`src/rtl/snake_tick_scheduler_if.sv`:
```
// Control pulses into and timing strobes/status out of the snake tick scheduler.
interface snake_tick_scheduler_if;
    logic       start;
    logic       pause_toggle;
    logic       game_over;
    logic       speed_up;
    logic       debounce_tick;
    logic       move_tick;
    logic [1:0] state;
    logic [2:0] level;

    modport master (
        output start, pause_toggle, game_over, speed_up,
        input  debounce_tick, move_tick, state, level
    );

    modport slave (
        input  start, pause_toggle, game_over, speed_up,
        output debounce_tick, move_tick, state, level
    );
endinterface

```
`src/rtl/snake_tick_scheduler.sv`:
```
// Game timing strobes as single-cycle clock enables: free-running debounce tick
// plus a move tick gated by a run/pause/halt FSM with a saturating speed level.
module snake_tick_scheduler #(
    parameter int          CNT_W     = 26,
    parameter int unsigned DEB_DIV   = 524288,
    parameter int unsigned MOVE_BASE = 33554432,
    parameter int unsigned MOVE_STEP = 4194304,
    parameter int unsigned MOVE_MIN  = 8388608,
    parameter int unsigned MAX_LEVEL = 7
) (
    input  logic                  clk_in,
    input  logic                  reset,
    snake_tick_scheduler_if.slave bus
);
    typedef enum logic [1:0] {
        S_IDLE  = 2'd0,
        S_RUN   = 2'd1,
        S_PAUSE = 2'd2,
        S_HALT  = 2'd3
    } state_t;

    localparam logic [CNT_W-1:0] LP_DEB_LAST = CNT_W'(DEB_DIV - 1);
    localparam logic [CNT_W+2:0] LP_STEP     = (CNT_W+3)'(MOVE_STEP);
    localparam logic [CNT_W+2:0] LP_BASE     = (CNT_W+3)'(MOVE_BASE);
    localparam logic [CNT_W+2:0] LP_SPAN     = (CNT_W+3)'(MOVE_BASE - MOVE_MIN);
    localparam logic [CNT_W-1:0] LP_MIN      = CNT_W'(MOVE_MIN);
    localparam logic [2:0]       LP_MAX_LVL  = 3'(MAX_LEVEL);

    state_t           r_state;
    state_t           w_state_nxt;
    logic             w_restart;
    logic [CNT_W-1:0] r_deb_cnt;
    logic             r_deb_tick;
    logic [CNT_W-1:0] r_move_cnt;
    logic             r_move_tick;
    logic [2:0]       r_level;
    logic [CNT_W+2:0] w_dec;
    logic [CNT_W+2:0] w_diff;
    logic [CNT_W-1:0] w_period;
    logic [CNT_W-1:0] w_period_m1;
    logic             w_wrap;
    logic             w_tick_nxt;
    logic             w_level_inc;

    // Clamp before subtracting so the period never underflows at high levels.
    assign w_dec       = {{CNT_W{1'b0}}, r_level} * LP_STEP;
    assign w_diff      = LP_BASE - w_dec;
    assign w_period    = (w_dec >= LP_SPAN) ? LP_MIN : CNT_W'(w_diff);
    assign w_period_m1 = w_period - CNT_W'(1);

    assign w_wrap      = (r_state == S_RUN) && (r_move_cnt >= w_period_m1);
    assign w_tick_nxt  = w_wrap && (w_state_nxt == S_RUN) && !w_restart;
    assign w_level_inc = bus.speed_up && ((r_state == S_RUN) || (r_state == S_PAUSE))
                         && !w_restart && (r_level < LP_MAX_LVL);

    always_comb begin
        w_state_nxt = r_state;
        w_restart   = 1'b0;
        case (r_state)
            S_IDLE: begin
                if (bus.start) begin
                    w_state_nxt = S_RUN;
                    w_restart   = 1'b1;
                end
            end
            S_RUN: begin
                if (bus.game_over) begin
                    w_state_nxt = S_HALT;
                end else if (bus.start) begin
                    w_restart   = 1'b1;
                end else if (bus.pause_toggle) begin
                    w_state_nxt = S_PAUSE;
                end
            end
            S_PAUSE: begin
                if (bus.game_over) begin
                    w_state_nxt = S_HALT;
                end else if (bus.start) begin
                    w_state_nxt = S_RUN;
                    w_restart   = 1'b1;
                end else if (bus.pause_toggle) begin
                    w_state_nxt = S_RUN;
                end
            end
            S_HALT: begin
                if (bus.start) begin
                    w_state_nxt = S_RUN;
                    w_restart   = 1'b1;
                end
            end
            default: w_state_nxt = S_IDLE;
        endcase
    end

    always_ff @(posedge clk_in) begin
        if (reset) begin
            r_state <= S_IDLE;
        end else begin
            r_state <= w_state_nxt;
        end
    end

    always_ff @(posedge clk_in) begin
        if (reset) begin
            r_deb_cnt  <= '0;
            r_deb_tick <= 1'b0;
        end else if (r_deb_cnt == LP_DEB_LAST) begin
            r_deb_cnt  <= '0;
            r_deb_tick <= 1'b1;
        end else begin
            r_deb_cnt  <= r_deb_cnt + CNT_W'(1);
            r_deb_tick <= 1'b0;
        end
    end

    // The counter still wraps when the tick is suppressed by a leaving transition.
    always_ff @(posedge clk_in) begin
        if (reset) begin
            r_move_cnt  <= '0;
            r_move_tick <= 1'b0;
            r_level     <= '0;
        end else begin
            r_move_tick <= w_tick_nxt;
            if (w_restart) begin
                r_move_cnt <= '0;
                r_level    <= '0;
            end else begin
                if (r_state == S_RUN) begin
                    r_move_cnt <= w_wrap ? '0 : (r_move_cnt + CNT_W'(1));
                end
                if (w_level_inc) begin
                    r_level <= r_level + 3'd1;
                end
            end
        end
    end

    assign bus.debounce_tick = r_deb_tick;
    assign bus.move_tick     = r_move_tick;
    assign bus.state         = r_state;
    assign bus.level         = r_level;
endmodule

```
`src/flat_wrapper.sv`:
```
// flat-port wrapper written by rule: the top's interface ports become plain ports
module snake_tick_scheduler_flat 
#(
    parameter int          CNT_W     = 26,
    parameter int unsigned DEB_DIV   = 524288,
    parameter int unsigned MOVE_BASE = 33554432,
    parameter int unsigned MOVE_STEP = 4194304,
    parameter int unsigned MOVE_MIN  = 8388608,
    parameter int unsigned MAX_LEVEL = 7
)
  (clk_in, reset, bus_start, bus_pause_toggle, bus_game_over, bus_speed_up, bus_debounce_tick, bus_move_tick, bus_state, bus_level);
  snake_tick_scheduler_if bus_i ();
  input  logic clk_in;
  input  logic reset;
  input wire logic [$bits(bus_i.start)-1:0] bus_start;
  input wire logic [$bits(bus_i.pause_toggle)-1:0] bus_pause_toggle;
  input wire logic [$bits(bus_i.game_over)-1:0] bus_game_over;
  input wire logic [$bits(bus_i.speed_up)-1:0] bus_speed_up;
  output wire logic [$bits(bus_i.debounce_tick)-1:0] bus_debounce_tick;
  output wire logic [$bits(bus_i.move_tick)-1:0] bus_move_tick;
  output wire logic [$bits(bus_i.state)-1:0] bus_state;
  output wire logic [$bits(bus_i.level)-1:0] bus_level;
  assign bus_i.start = bus_start;
  assign bus_i.pause_toggle = bus_pause_toggle;
  assign bus_i.game_over = bus_game_over;
  assign bus_i.speed_up = bus_speed_up;
  assign bus_debounce_tick = bus_i.debounce_tick;
  assign bus_move_tick = bus_i.move_tick;
  assign bus_state = bus_i.state;
  assign bus_level = bus_i.level;
  snake_tick_scheduler #(.CNT_W(CNT_W), .DEB_DIV(DEB_DIV), .MOVE_BASE(MOVE_BASE), .MOVE_STEP(MOVE_STEP), .MOVE_MIN(MOVE_MIN), .MAX_LEVEL(MAX_LEVEL)) u_core (.clk_in(clk_in), .reset(reset), .bus(bus_i));
endmodule
```
`config.mk`:
```
export PLATFORM = sky130hd
export DESIGN_NAME = snake_tick_scheduler_flat
export DESIGN_NICKNAME = d
export VERILOG_FILES = /design/src/rtl/snake_tick_scheduler_if.sv /design/src/rtl/snake_tick_scheduler.sv /design/src/flat_wrapper.sv
export SDC_FILE = /design/constraint.sdc
export NUM_CORES = 1
export LEC_CHECK = 0
export ABC_AREA = 1
export ABC_CLOCK_PERIOD_IN_PS = 2500
export BUFFER_PORTS_ARGS = -buffer_cell sky130_fd_sc_hd__buf_2
export CAP_MARGIN = 20
export CORE_AREA = 2 2 77 79
export DETAILED_ROUTE_END_ITERATION = 10
export DIE_AREA = 0 0 79 81
export PLACE_DENSITY = 0.76
export SLEW_MARGIN = 20
export SYNTH_ARGS = -nofsm -noshare
export SYNTH_HDL_FRONTEND = slang
export SYNTH_SLANG_ARGS = --single-unit
export TNS_END_PERCENT = 5
```
`constraint.sdc`:
```
create_clock -name clk_in -period 2.5 [get_ports clk_in]
set_input_delay 0.5 -clock clk_in [delete_from_list [all_inputs] [get_ports clk_in]]
set_output_delay 0.5 -clock clk_in [all_outputs]
set_load 0.02 [all_outputs]
```
==> results.json <==
{
  "drc_errors": 0,
  "hp-class": "primary input to flop",
  "required_ns": 2.73,
  "leakage_nw": 1.43,
  "power_mw": 2.34,
  "syn_area_sq_um": 3260,
  "cp-startpoint": "u_core.bus.level[1]",
  "status": "finished, final reports clean",
  "powerDensity_nw_per_um2": 638,
  "numCtsBuffers": 9,
  "start_util": 0.574,
  "fillers": 534,
  "seq_area_sq_um": 1190,
  "final_cells": 582,
  "dpl.hpwl_um": 4770,
  "ys_seq_area_frac": 0.363,
  "fin_crit_sh": 0.913,
  "yosys-top-cells-area": "dfxtp_1 36%, nand2_1 12%, nor2_1 11%",
  "syn_inst": 478,
  "vias": 2942,
  "dp.cells": 562,
  "ys_seq_elements": 59,
  "async_flop_share": 0,
  "grt_pass1_vias": 2632,
  "ios": 13,
  "grt_pass1_wl_um": 11300,
  "clock_path_buffers": 2,
  "skew_ns": 0.00978,
  "grt.overflow.total": 0,
  "cp-end-kind": "flop",
  "dpl_cell_area_sq_um": 3370,
  "dr.pass1.iters": 4,
  "core_area_sq_um": 5680,
  "die_w_um": 79,
  "cp_slowest_cell": "dfxtp_4",
  "syn_to_final_growth_pct": 12.8,
  "setup_slack_ns": 0.216,
  "synth_cell_types": 28,
  "hold_start": "reset",
  "clk_pin_slew_ns": 0.07,
  "routed_wl_um": 6910,
  "dieArea_sq_um": 6400,
  "cts_root_buffer": "clkbuf_8",
  "worstPathMaxFanout": 8,
  "finalSetupViolCount": 0,
  "io_buffer_count": 12,
  "fin_nets": 519,
  "final_cell_area_sq_um": 3670,
  "synth_edf_count": 0,
  "multi_input_comb_area_sq_um": 1870,
  "arrival_ns": 2.52,
  "syn_avg_cell_area_sq_um": 6.81,
  "grtUsageMet1": 0.290,
  "cts_tree": "yes",
  "antenna_found_initial": 0,
  "min_period_ns": 2.28,
  "critical_path_class": "flop to flop",
  "crit_chain": "inv_2 -> ha_4 -> inv_1 -> a21oi_1 -> o221ai_1 -> ha_1 -> nand2_1 -> nor2_1 -> nand2_1 -> nor2_1 -> nand2_1 -> nand2_2 -> nand2_8 -> nand2_4 -> nor2_1",
  "relSlewSlack": 0.553,
  "worst_ir_drop_vdd_mv": 0.436,
  "synth_top_cell_area_share": 0.363,
  "worst_pin_slew_ns": 0.666,
  "reg2reg_from": "u_core.bus.level[1]",
  "wl_per_cell_um": 11.9,
  "max_freq_mhz": 438,
  "grt_max_degree": 27,
  "yosys_warnings": 0,
  "met2_usage": 0.358,
  "place_congestion": 0.906,
  "dp_slack_ns": 0.0226,
  "synth_top_area_cell": "dfxtp_1",
  "ant_nets": 0,
  "die_h_um": 81,
  "top_usage_layer": "met2",
  "cts.sinks": 59,
  "viasPerCell": 5.05,
  "slew_violations": 0,
  "grt_usage": 0.225,
  "synth_ff_type": "dfxtp_1",
  "hold_violations": 0,
  "drt-initial-drc-count": 198,
  "crit_path_max_incr_delay_ns": 0.37,
  "antenna_cells": 0,
  "grt_util_met3": 0.0411,
  "htreeDepth": 3,
  "clkLatencyLatePin_ns": 0.35,
  "drive_gt1_frac": 0.118,
  "critPathLaunchType": "flop",
  "rows": 28,
  "max_cap_violations": 0,
  "syn-num-nets": 495
}
==> synthesized netlist by cell type, types with 2 or more instances <==
library cell,n
nor2_1,98
ha_1,11
inv_2,3
buf_6,4
nor2_4,3
nand2_1,108
nand4_1,14
nand2_4,2
dfxtp_1,59
nand2_2,7
xor2_1,15
inv_1,59
nand3_1,33
o21ai_0,7
xnor2_1,15
nor2_2,5
a21oi_1,15
nand3b_1,4
or2_2,2
nor3_1,6
==> cell families (layout without fill, tap and decap cells) <==
logic type	after synthesis	in the layout	share of synthesized area
AO/OA/AOI/OAI	26	26	0.0430
XOR/XNOR	30	30	0.0807
adder cells (fa/ha/maj)	11	11	0.0423
buffers and inverters	67	93	0.0865
flip-flops	59	59	0.363
AND/OR/NAND/NOR	285	288	0.385
==> routing by layer <==
metal,up-vias,wire length (um)
li1,1548,-
met1,1325,3400
met2,57,3100
met3,12,263
met4,0,141
met5,-,0
==> layout by cell type (no fill, tap or decap), drive strengths merged, types with 7 or more instances in the layout <==
cell type  synthesis  routed
a21oi             15      15
clkbuf             0      10
nand2            117     120
ha                11      11
nand4             14      14
inv               62      62
xnor2             15      15
dfxtp             59      59
o21ai              7       7
buf                4      14
nand3             34      34
xor2              15      15
nor2             106     106
==> final timing paths <==
| kind | depth (start not counted) | to | slack, ns |
|---|---|---|---|
| worst min register to register | 2 | u_core.r_deb_cnt[25] | 0.46 |
| worst min-delay path | 2 | u_core.bus.state[1] | 0.34 |
| worst max register to register | 15 | u_core.r_move_cnt[18] | 0.22 |
| worst max-delay path | 15 | u_core.r_move_cnt[18] | 0.22 |
==> state kept, by name (all words and copies together) (netlist names) <==
signal,flops
u_core.r_move_cnt,26
u_core.bus.level,3
u_core.bus.move_tick,1
u_core.bus.state,2
u_core.bus.debounce_tick,1
u_core.r_deb_cnt,26
==> where the power goes <==
part	internal [mW]	switching, mW	total [mW]	leakage (nW)
logic	0.142	0.263	0.405	0.843
clock network	0.554	0.385	0.939	0.110
registers	0.969	0.0295	0.998	0.478
==> area by class of cell <==
cell class                 count  share of cell area
multi-input combinational    355               0.510
clock inverter                 6              0.0218
tap                           75              0.0256
inverter                      63              0.0644
sequential                    59               0.323
timing repair buffer          14              0.0204
clock buffer                  10              0.0348
==> per-stage QoR <==
step	util	hold WS, ns	TNS, ns
final	0.647	0.335	0
after global routing	0.647	0.333	-0.137
after CTS	0.631	0.330	0
after detailed placement	0.594	0.452	0
after global placement	0.594	0.447	0
after floorplan	-	0.436	0
==> critical path, delay by kind of cell, from the launching register on <==
kind / cells / cell delay [ns]
compound gates: 2 / 0.26
flops: 1 / 0.37
buf+inv: 2 / 0.12
simple gates: 9 / 0.81
fa+ha+maj: 2 / 0.60
==> timing repair <==
item	CTS	global route
resized for setup	0	11
endpoints found under the setup margin	0	27
hold buffers	0	0
buffers inserted	0	1
(Power assumes the default switching activity.)
